===== src/rtl/freq_meter.sv =====
// freq_meter: counts rising edges of an asynchronous input over a gate window of GATE_CYCLES clocks.
// Define FREQ_METER_BCD_EN to add a sequential double-dabble BCD converter on the result.
module freq_meter #(
  parameter int GATE_CYCLES = 12_000_000,
  parameter int CNT_W       = 16,
  parameter int SYNC_STAGES = 2,
  parameter int DIGITS      = 5
) (
  input  logic                clk,
  input  logic                rstn,
  input  logic                en,
  input  logic                sig_in,
  output logic                gate,
  output logic [CNT_W-1:0]    count,
  output logic                overflow,
  output logic                valid
`ifdef FREQ_METER_BCD_EN
  ,
  output logic [4*DIGITS-1:0] bcd,
  output logic                bcd_valid
`endif
);

  localparam int GW = (GATE_CYCLES > 2) ? $clog2(GATE_CYCLES) : 1;
  localparam logic [GW-1:0] GATE_LAST = GW'(GATE_CYCLES - 1);

  if (GATE_CYCLES < 2 || SYNC_STAGES < 2 || CNT_W < 1 || DIGITS < 1) begin : g_param_check
    $error("freq_meter: illegal parameter value");
  end

  typedef enum logic {
    S_IDLE = 1'b0,
    S_RUN  = 1'b1
  } state_t;

  // Returns {saturated, result}; result sticks at all-ones instead of wrapping.
  function automatic logic [CNT_W:0] sat_inc(input logic [CNT_W-1:0] a, input logic inc);
    logic [CNT_W:0] s;
    s = {1'b0, a} + {{CNT_W{1'b0}}, inc};
    if (s[CNT_W]) sat_inc = {1'b1, {CNT_W{1'b1}}};
    else          sat_inc = s;
  endfunction

  // Stage p0: input synchronizer and edge detect (runs regardless of en)
  logic [SYNC_STAGES-1:0] sync_q, sync_d;
  logic                   prev_q, prev_d;
  logic                   rise;

  always_comb begin
    sync_d = {sync_q[SYNC_STAGES-2:0], sig_in};
    prev_d = sync_q[SYNC_STAGES-1];
  end

  assign rise = sync_q[SYNC_STAGES-1] & ~prev_q;

  always_ff @(posedge clk or negedge rstn) begin
    if (!rstn) begin
      sync_q <= '0;
      prev_q <= 1'b0;
    end else begin
      sync_q <= sync_d;
      prev_q <= prev_d;
    end
  end

  // Stage p1: gate window, edge accumulation and result latch
  state_t             state_q, state_d;
  logic [GW-1:0]      gate_cnt_q, gate_cnt_d;
  logic [CNT_W-1:0]   edge_cnt_q, edge_cnt_d;
  logic               ovf_acc_q, ovf_acc_d;
  logic [CNT_W-1:0]   count_q, count_d;
  logic               overflow_q, overflow_d;
  logic               valid_q, valid_d;
  logic [CNT_W:0]     acc_res;

  always_comb begin
    state_d    = state_q;
    gate_cnt_d = gate_cnt_q;
    edge_cnt_d = edge_cnt_q;
    ovf_acc_d  = ovf_acc_q;
    count_d    = count_q;
    overflow_d = overflow_q;
    valid_d    = 1'b0;
    acc_res    = sat_inc(edge_cnt_q, rise);
    unique case (state_q)
      S_IDLE: begin
        gate_cnt_d = '0;
        edge_cnt_d = '0;
        ovf_acc_d  = 1'b0;
        if (en) state_d = S_RUN;
      end
      S_RUN: begin
        if (!en) begin
          // Abort wins even in the last cycle of the window: nothing is published.
          state_d    = S_IDLE;
          gate_cnt_d = '0;
          edge_cnt_d = '0;
          ovf_acc_d  = 1'b0;
        end else if (gate_cnt_q == GATE_LAST) begin
          count_d    = acc_res[CNT_W-1:0];
          overflow_d = ovf_acc_q | acc_res[CNT_W];
          valid_d    = 1'b1;
          gate_cnt_d = '0;
          edge_cnt_d = '0;
          ovf_acc_d  = 1'b0;
        end else begin
          gate_cnt_d = gate_cnt_q + GW'(1);
          edge_cnt_d = acc_res[CNT_W-1:0];
          ovf_acc_d  = ovf_acc_q | acc_res[CNT_W];
        end
      end
      default: state_d = S_IDLE;
    endcase
  end

  always_ff @(posedge clk or negedge rstn) begin
    if (!rstn) begin
      state_q    <= S_IDLE;
      gate_cnt_q <= '0;
      edge_cnt_q <= '0;
      ovf_acc_q  <= 1'b0;
      count_q    <= '0;
      overflow_q <= 1'b0;
      valid_q    <= 1'b0;
    end else begin
      state_q    <= state_d;
      gate_cnt_q <= gate_cnt_d;
      edge_cnt_q <= edge_cnt_d;
      ovf_acc_q  <= ovf_acc_d;
      count_q    <= count_d;
      overflow_q <= overflow_d;
      valid_q    <= valid_d;
    end
  end

  assign gate     = (state_q == S_RUN);
  assign count    = count_q;
  assign overflow = overflow_q;
  assign valid    = valid_q;

`ifdef FREQ_METER_BCD_EN
  localparam int BCD_W = 4 * DIGITS;
  localparam int SR_W  = BCD_W + CNT_W;
  localparam int CW    = $clog2(CNT_W + 1);

  function automatic logic [63:0] pow10(input int n);
    logic [63:0] p;
    p = 64'd1;
    for (int i = 0; i < n; i++) p = p * 64'd10;
    return p;
  endfunction

  localparam logic [63:0]      BCD_MAX = pow10(DIGITS) - 64'd1;
  localparam logic [BCD_W-1:0] ALL9    = {DIGITS{4'h9}};

  // One double-dabble iteration: add 3 to every digit >= 5, then shift in the next binary bit.
  function automatic logic [SR_W-1:0] dd_step(input logic [SR_W-1:0] s);
    logic [SR_W-1:0] t;
    t = s;
    for (int i = 0; i < DIGITS; i++) begin
      if (t[CNT_W + 4*i +: 4] >= 4'd5) t[CNT_W + 4*i +: 4] = t[CNT_W + 4*i +: 4] + 4'd3;
    end
    return t << 1;
  endfunction

  // Stage p2: BCD conversion of the latched result
  logic [SR_W-1:0]  dd_q, dd_d, dd_next;
  logic [CW-1:0]    conv_cnt_q, conv_cnt_d;
  logic             clip_q, clip_d;
  logic [BCD_W-1:0] bcd_q, bcd_d;
  logic             bcd_valid_q, bcd_valid_d;

  always_comb begin
    dd_d        = dd_q;
    conv_cnt_d  = conv_cnt_q;
    clip_d      = clip_q;
    bcd_d       = bcd_q;
    bcd_valid_d = 1'b0;
    dd_next     = dd_step(dd_q);
    if (valid_q) begin
      // A fresh result restarts any conversion already in flight.
      dd_d       = {{BCD_W{1'b0}}, count_q};
      conv_cnt_d = CW'(CNT_W);
      clip_d     = overflow_q | (64'(count_q) > BCD_MAX);
    end else if (conv_cnt_q != '0) begin
      dd_d       = dd_next;
      conv_cnt_d = conv_cnt_q - CW'(1);
      if (conv_cnt_q == CW'(1)) begin
        bcd_d       = clip_q ? ALL9 : dd_next[CNT_W +: BCD_W];
        bcd_valid_d = 1'b1;
      end
    end
  end

  always_ff @(posedge clk or negedge rstn) begin
    if (!rstn) begin
      dd_q        <= '0;
      conv_cnt_q  <= '0;
      clip_q      <= 1'b0;
      bcd_q       <= '0;
      bcd_valid_q <= 1'b0;
    end else begin
      dd_q        <= dd_d;
      conv_cnt_q  <= conv_cnt_d;
      clip_q      <= clip_d;
      bcd_q       <= bcd_d;
      bcd_valid_q <= bcd_valid_d;
    end
  end

  assign bcd       = bcd_q;
  assign bcd_valid = bcd_valid_q;
`endif

endmodule


===== config.mk =====
export PLATFORM = sky130hd
export DESIGN_NAME = freq_meter
export DESIGN_NICKNAME = d
export VERILOG_FILES = /design/src/rtl/freq_meter.sv
export SDC_FILE = /design/constraint.sdc
export NUM_CORES = 1
export LEC_CHECK = 0
export ABC_CLOCK_PERIOD_IN_PS = 2290
export CORE_ASPECT_RATIO = 0.5
export CORE_MARGIN = 2
export CORE_UTILIZATION = 35
export DETAILED_ROUTE_END_ITERATION = 8
export GPL_ROUTABILITY_DRIVEN = 0
export GPL_TIMING_DRIVEN = 0
export PLACE_DENSITY = 0.53
export RECOVER_POWER = 25
export REMOVE_ABC_BUFFERS = 1
export SETUP_SLACK_MARGIN = 0.5
export SYNTH_ARGS = -nofsm -noshare
export SYNTH_HDL_FRONTEND = slang
export SYNTH_SLANG_ARGS = --single-unit

===== constraint.sdc =====
create_clock -name clk -period 2.29 [get_ports clk]
set_input_delay 0.458 -clock clk [delete_from_list [all_inputs] [get_ports clk]]
set_output_delay 0.458 -clock clk [all_outputs]
set_load 0.02 [all_outputs]

==> Word-level counts from Yosys, hierarchy flattened <==
Index checks and enable logic that the tools add are counted.
{ "classes": {"addsub": 2, "eq_ne": 1, "muxes": 14, "bitwise_logic": 4, "n_reduce_logical": 1} }
{ "ops": {"columns": ["cell", "n"], "rows": [
  ["$mux W24", 2],
  ["$pmux W24 S2", 1],
  ["$mux W16", 2],
  ["$pmux W16 S2", 1],
  ["$add A24 B1 Y24 const B", 1],
  ["$eq A24 B24 Y1 const B", 1],
  ["$add A16 B1 Y17", 1],
  ["$mux W17", 1],
  ["$mux W1", 6],
  ["$reduce_and A3 Y1", 1],
  ["$not A1 Y1", 2],
  ["$pmux W1 S2", 1],
  ["$and A1 B1 Y1", 1],
  ["$or A1 B1 Y1", 1]
]} }
{ "totals": {"reg_bits": 63, "inputBits": 4, "wordCells": 31} }

==> Longest topological paths before layout <==
Gate-level depths: netlist (run 1).
{ "depth": {"ltp_word": 8, "depth_mapped": 7, "depth_no_buf": 6} }

==> Worst setup path after synthesis (run 1) <==
Ideal clock, no wire load.
{ "synth_path": {"path_type": "register to register", "start": "register gate_cnt_q[19]", "end": "register count_q[1], in the netlist count[1]", "arrival_time_ns": 2.144, "setup_slack_ns": 0.021, "stages_incl_launch_ff": 5, "path_buffers": 0, "path_cell_list": "dfrtp_1 or4b_1 or4_4 nor3_4 mux2_2"} }
{ "synth_between": {"elab_chain_len": 2} }
{ "synth_lines": {"columns": ["element", "line", "rtl"], "rows": [
  ["from (decl)", "68", "logic [GW-1:0] gate_cnt_q, gate_cnt_d;"],
  ["from (signal assigned)", "127", "gate_cnt_q <= gate_cnt_d;"],
  ["$eq A24 B24 Y1", "99", "end else if (gate_cnt_q == GATE_LAST) begin"],
  ["$reduce_and A3 Y1 (no line)", null, null],
  ["to (signal assigned)", "130", "count_q <= count_d;"],
  ["to (decl)", "71", "logic [CNT_W-1:0] count_q, count_d;"]
]} }
Every way passes these cells.
A chain may end at the register's enable or synchronous reset.

==> Worst setup path after layout (run 1) <==
{ "layout_path": {"start": "register gate_cnt_q[13]", "end": "register count_q[6], in the netlist count[6]"} }
Same word-level chain as after synthesis.

==> results.py, run 1 <==
metrics = {
    "placement": {
        "portBuffers": 22,
        "hpwl_microns": 3970,
        "dp_cells": 411,
        "place_area_sq_um": 3300,
    },
    "floorplanning": {
        "dieWidth_microns": 134,
        "die_h_microns": 69.2,
        "ios": 23,
        "start_util_pct": 36.7,
        "dieArea_sq_um": 9300,
        "core.rowCount": 23,
        "core_area_sq_um": 8120,
    },
    "routing": {
        "wirelength_microns": 6770,
        "drt_pass1_iterations": 4,
        "postRouteAntennaNets": 0,
        "via_count": 2370,
        "wire_per_inst_microns": 15.2,
        "drcViolationCount": 0,
        "dr.first_iter.drc_count": 89,
        "drt-vias-per-instance": 5.33,
    },
    "grt": {
        "grt_remaining_overflow": 0,
        "grt_pass1_wl_microns": 11200,
        "grt_max_degree": 37,
        "antenna_found_initial": 0,
        "grt.total_usage_pct": 15.6,
        "grt_pass1_vias": 2379,
    },
    "setup_path": {
        "critical_path_class": "reg2reg",
        "worstPathMaxFanout": 7,
        "cp-end-kind": "flop",
        "start_kind": "flop",
        "critPathArrivalTime_ns": 2.48,
        "cp.required_ns": 2.50,
    },
    "logic_synthesis": {
        "ys_ff_latch": 63,
        "yosysSeqAreaShare_pct": 53.0,
        "synth_cell_type_count": 39,
        "synth_area_sq_um": 2980,
        "avgSynthCellArea_sq_um": 10.3,
        "synthCells": 288,
        "yosys_warnings": 0,
    },
    "timing": {
        "finalClockSkew_ns": 0.00641,
        "hold_viol_final": 0,
        "setup_tns_ns": 0,
        "whs_ns": 0.348,
        "timing.fmax_mhz": 441,
        "drv_slew": 29,
        "post-route-period-util_pct": 98.9,
        "rsz0062_at_grt": "yes",
        "finalWorstPathRequiredPeriod_ns": 2.27,
        "slew_headroom_pct": -0.973,
        "worst_slew_pin_slew_ns": 1.51,
        "setup_viol": 0,
    },
    "layout": {
        "instances_no_fill": 445,
        "drive_above_1_share_pct": 24.9,
        "syn2layout_area_growth_pct": 36.2,
        "layout_common_cells": "63 x dfrtp_1, 19 x inv_1, 17 x mux2i_1",
        "layout_commonest_cell": "dfrtp_1",
        "postLayoutCellArea_sq_um": 4060,
        "filler_cell_count": 741,
        "diodes": 0,
        "fin_nets": 337,
    },
    "worst_hold_path": {
        "min_path_type": "reg2reg",
    },
    "cts": {
        "root_buffer": "clkbuf_16",
        "clk_pin_slew_ns": 0.05,
        "cts.sinks": 63,
        "ctsHtreeMaxLevel": 3,
        "insertion_delay_ns": 0.33,
        "cts_buffers": 9,
        "clockBufferDepth": 2,
        "cts_tree": "done",
    },
    "power": {
        "intPower_mw": 1.92,
        "switching_share_pct": 21.1,
        "clkPwrFrac_pct": 50.5,
        "irDropWorstVdd_uv": 366,
        "powerDensity_nw_per_um2": 601,
        "finalPower_mw": 2.44,
        "p_leak_nw": 1.61,
        "p_comb_share_pct": 3.4,
        "p_sw_mw": 0.514,
        "pwr-share-seq_pct": 46.1,
    },
    "outcome": {
        "violations": "capacitance limit, slew limit",
        "status": "complete, but fails checks",
    },
    "run": {
        "maxCapViolCount": 1,
    },
}
==> cell families after synthesis <==
family / synth area share (%)
AO/OA/AOI/OAI: 8.24
XOR/XNOR: 3.53
adder cells (fa/ha/maj): 1.26
buffers and inverters: 4.41
flip-flops: 53.0
multiplexers: 7.23
AND/OR/NAND/NOR: 22.4
==> synth_stat cells, drive strengths merged <==
master | instances | area [sq um]
nand3 | 12 | 60.1
xor2 | 10 | 87.6
nand2b | 2 | 12.5
o31ai | 8 | 60.1
buf | 4 | 30.0
nor4bb | 1 | 10.0
o211ai | 1 | 7.51
inv | 19 | 71.3
xnor2 | 2 | 17.5
or4 | 12 | 95.1
a41oi | 1 | 8.76
and4 | 7 | 62.6
nor2b | 3 | 18.8
nor3 | 5 | 36.3
or3b | 1 | 8.76
dfrtp | 63 | 1580
nand2 | 13 | 48.8
o21bai | 1 | 7.51
and3 | 4 | 25.0
nand4 | 16 | 100
nor2 | 29 | 109
o21ai | 9 | 45.0
and2 | 2 | 12.5
o311ai | 1 | 8.76
mux2i | 17 | 170
a211oi | 2 | 15.0
or3 | 4 | 25.0
a31oi | 2 | 12.5
ha | 3 | 37.5
clkbuf | 8 | 30.0
nor4 | 5 | 31.3
mux2 | 4 | 45.0
a21oi | 16 | 80.1
or4b | 1 | 10.0
==> registers in the layout (all words and copies together) (netlist names) <==
| name | flops |
|---|---|
| count | 16 |
| edge_cnt_q | 16 |
| gate | 1 |
| gate_cnt_q | 24 |
| overflow | 1 |
| ovf_acc_q | 1 |
| prev_q | 1 |
| sync_q | 2 |
| valid | 1 |
==> critical path: stages (launching register included) <==
cell	delay, ns
dfrtp_1	0.38
or4_1	0.52
or4_4	0.56
nor3_4	0.20
buf_12	0.18
mux2_4	0.29
==> area by class of cell <==
class,count,area (sq um),share of cell area (%)
clock buffers,13,260,6.42
inverters,19,71.3,1.76
multi-input cells,195,1530,37.8
flip-flops and latches,63,1580,38.9
clock inverters,1,5.00,0.123
repair buffers,42,469,11.6
well taps,112,140,3.46
==> repair_timing <==
action,CTS,global route
resized for setup,12,68
setup endpoints to repair,57,60
buffers inserted,17,1
hold buffers,0,0
pin swaps,5,14
gates cloned,2,0
==> per-stage QoR <==
| stage | utilization (%) | setup WS [ns] |
|---|---|---|
| CTS | 46.9 | 0.00416 |
| floorplan | - | -0.797 |
| finish | 50.0 | 0.0249 |
| global route | 50.0 | -0.0163 |
| detailed placement | 40.7 | -0.590 |
| global placement | 40.4 | -1.70 |
==> worst paths after layout <==
kind,from,endpoint,slack [ns],depth (start not counted)
hold / removal,sync_q[0],sync_q[1],0.35,0
max in group asynchronous,rstn,gate_cnt_q[7],0.45,2
min in group asynchronous,rstn,gate_cnt_q[18],0.49,1
setup / recovery,gate_cnt_q[13],count[6],0.02,5
hold reg to reg,sync_q[0],sync_q[1],0.35,0
setup reg to reg,gate_cnt_q[13],count[6],0.02,5
==> power groups by stage <==
stage	logic, mW	registers [mW]	clock network [mW]
2_1_floorplan	0.0155	1.14	0
6_report	0.0827	1.12	1.23
4_1_cts	0.0744	1.12	1.27
3_5_place_dp	0.0588	1.14	0
5_1_grt	0.0924	1.12	1.32
3_3_place_gp	0.0519	1.14	0
==> per-layer routing <==
metal	share of wire [%]	GRT usage, %
met1	46	18.4
met2	49	24.9
met3	3.8	6.21
met4	1.6	7.72
met5	0	0
(Power assumes the default switching activity.)
==> inputs of run 2 (changes only) <==
- CORE_UTILIZATION: 35 -> 30
- MAX_ROUTING_LAYER: unset -> met4
- PLACE_DENSITY: 0.53 -> 0.47
- SLEW_MARGIN: unset -> 10
==> run 2 against run 1 <==
Against the previous run: the run still ends with capacitance limit, slew limit left; hold slack better by 0.0050 ns; wire length is 0.68% higher; clock power is 20% higher; critical path depth stayed put; die area is 16% higher; non-clock buffer count is 2 higher; design area is 2.8% higher; clock skew hardly changed; via count is 2.2% lower; critical endpoint is now count[1].
==> results.py, run 2 (same netlist as run 1, synthesis figures left out) <==
metrics = {
    "layout": {
        "syn2layout_area_growth_pct": 40.1,
        "filler_cell_count": 896,
        "instances_no_fill": 471,
        "top_register": "gate_cnt_q",
        "layout_commonest_cell": "dfrtp_1",
        "diodes": 0,
        "layout_common_cells": "63 x dfrtp_1, 19 x inv_1, 17 x mux2i_1",
        "drive_above_1_share_pct": 25.3,
        "final_core_util_pct": 43.7,
        "largest_register_ffs": 24,
        "fin_nets": 338,
    },
    "grt": {
        "busiest_layer": "met2",
        "grt_remaining_overflow": 0,
        "grt_util_met2_pct": 20.0,
        "grt_pass1_vias": 2154,
        "grt_max_degree": 64,
        "use_met3_pct": 5.02,
        "met1_usage_pct": 17.0,
        "grt_pass1_wl_microns": 10700,
        "antenna_found_initial": 0,
        "grt.total_usage_pct": 13.5,
    },
    "cts": {
        "clockBufferDepth": 2,
        "insertion_delay_ns": 0.33,
        "root_buffer": "clkbuf_16",
        "ctsHtreeMaxLevel": 3,
        "cts.sinks": 63,
        "cts_buffers": 9,
        "clk_pin_slew_ns": 0.05,
        "cts_tree": "done",
    },
    "placement": {
        "portBuffers": 22,
        "dp_cells": 434,
        "hpwl_microns": 3950,
        "dp_worst_setup_slack_ns": -0.636,
    },
    "floorplanning": {
        "ios": 23,
        "dieWidth_microns": 145,
        "die_h_microns": 74.4,
        "core_area_sq_um": 9540,
        "dieArea_sq_um": 10800,
        "start_util_pct": 31.2,
        "core.rowCount": 25,
    },
    "routing": {
        "drcViolationCount": 0,
        "wirelength_microns": 6820,
        "drt-vias-per-instance": 4.92,
        "drt_pass1_iterations": 4,
        "via_count": 2317,
        "postRouteAntennaNets": 0,
        "dr.first_iter.drc_count": 136,
        "wire_per_inst_microns": 14.5,
    },
    "timing": {
        "finalWorstPathRequiredPeriod_ns": 2.24,
        "worst_slew_pin_slew_ns": 1.63,
        "drv_slew": 64,
        "fin_ws_ns": 0.0491,
        "rsz0062_at_grt": "yes",
        "slew_headroom_pct": -8.85,
        "setup_viol": 0,
        "hold_viol_final": 0,
        "timing.fmax_mhz": 446,
        "post-route-period-util_pct": 97.9,
        "finalClockSkew_ns": 0.00625,
        "setup_tns_ns": 0,
    },
    "setup_path": {
        "critical_path_class": "reg2reg",
        "worstPathMaxFanout": 7,
        "critPathTopFamily": "simple AND/OR/NAND/NOR gates",
        "crit_chain": "or4b_1, or4_4, nor3_4, buf_12, mux2_4",
        "critical_path_buf_inv_count": 1,
        "start_kind": "flop",
        "critPathArrivalTime_ns": 2.45,
        "cpMaxStageDelayCell": "or4_4",
        "cp.required_ns": 2.50,
        "cp-end-kind": "flop",
        "cpPeakStageDelay_ns": 0.57,
    },
    "worst_hold_path": {
        "min_path_type": "reg2reg",
    },
    "power": {
        "intPower_mw": 2.17,
        "powerDensity_nw_per_um2": 647,
        "pwr-share-seq_pct": 41.6,
        "irDropWorstVdd_uv": 328,
        "finalPower_mw": 2.70,
        "clkPwrFrac_pct": 54.6,
        "p_sw_mw": 0.529,
        "switching_share_pct": 19.6,
        "p_comb_share_pct": 3.7,
        "p_leak_nw": 1.67,
    },
    "outcome": {
        "violations": "capacitance limit, slew limit",
        "status": "complete, but fails checks",
    },
    "run": {
        "maxCapViolCount": 1,
    },
}
-- run 2: cell count changes in the layout (fill, tap and decap cells not counted), moves of 2 or more --
cell | before | now
buf_4 | 6 | 9
bufinv_16 | 0 | 2
nor2_2 | 5 | 9
clkbuf_16 | 9 | 12
a21oi_2 | 14 | 12
nor2_1 | 8 | 11
buf_6 | 8 | 5
nor2_4 | 16 | 9
a21oi_4 | 0 | 2
-- run 2: worst paths after layout --
| check | start | to | slack, ns | depth (start not counted) |
|---|---|---|---|---|
| min reg2reg | sync_q[0] | sync_q[1] | 0.35 | 0 |
| min in group asynchronous | rstn | gate_cnt_q[20] | 0.55 | 1 |
| min | sync_q[0] | sync_q[1] | 0.35 | 0 |
| max | gate_cnt_q[19] | count[1] | 0.05 | 5 |
| max reg2reg | gate_cnt_q[19] | count[1] | 0.05 | 5 |
| max in group asynchronous | rstn | count[6] | 0.78 | 1 |
-- run 2: metrics by stage --
| stage | instance area [sq um] | hold WS, ns |
|---|---|---|
| 2_1_floorplan | 2920 | 0.162 |
| 3_3_place_gp | 3310 | 0.336 |
| 3_5_place_dp | 3340 | 0.343 |
| 4_1_cts | 3890 | 0.253 |
| 5_1_grt | 4170 | 0.359 |
| 6_report | 4170 | 0.353 |
-- run 2: per-layer routing --
layer / vias up / part of all wire (%)
li1: 1141 / -
met1: 1145 / 48
met2: 23 / 48
met3: 8 / 2.9
met4: 0 / 1.3
met5: - / 0
-- run 2: layout make-up --
type,count,area (sq um),share of cell area (%)
clock buffers,13,260,6.24
clock inverters,3,65.1,1.56
inverters,19,71.3,1.71
multi-input cells,194,1490,35.7
flip-flops and latches,63,1580,37.8
well taps,135,169,4.05
repair buffers,44,537,12.9
-- run 2: repair_timing --
item	CTS	global route
cloned	1	3
hold buffers	0	0
pin swaps	15	12
buffers inserted	13	4
endpoints found under the setup margin	56	59
resized for setup	19	48
-- run 2: power by group through the flow --
| stage | clock, mW | sequential, mW | combinational (mW) |
|---|---|---|---|
| floorplan | 0 | 1.14 | 0.0155 |
| global placement | 0 | 1.14 | 0.0531 |
| detailed placement | 0 | 1.14 | 0.0607 |
| CTS | 1.52 | 1.12 | 0.0803 |
| global route | 1.57 | 1.12 | 0.111 |
| finish | 1.47 | 1.12 | 0.100 |
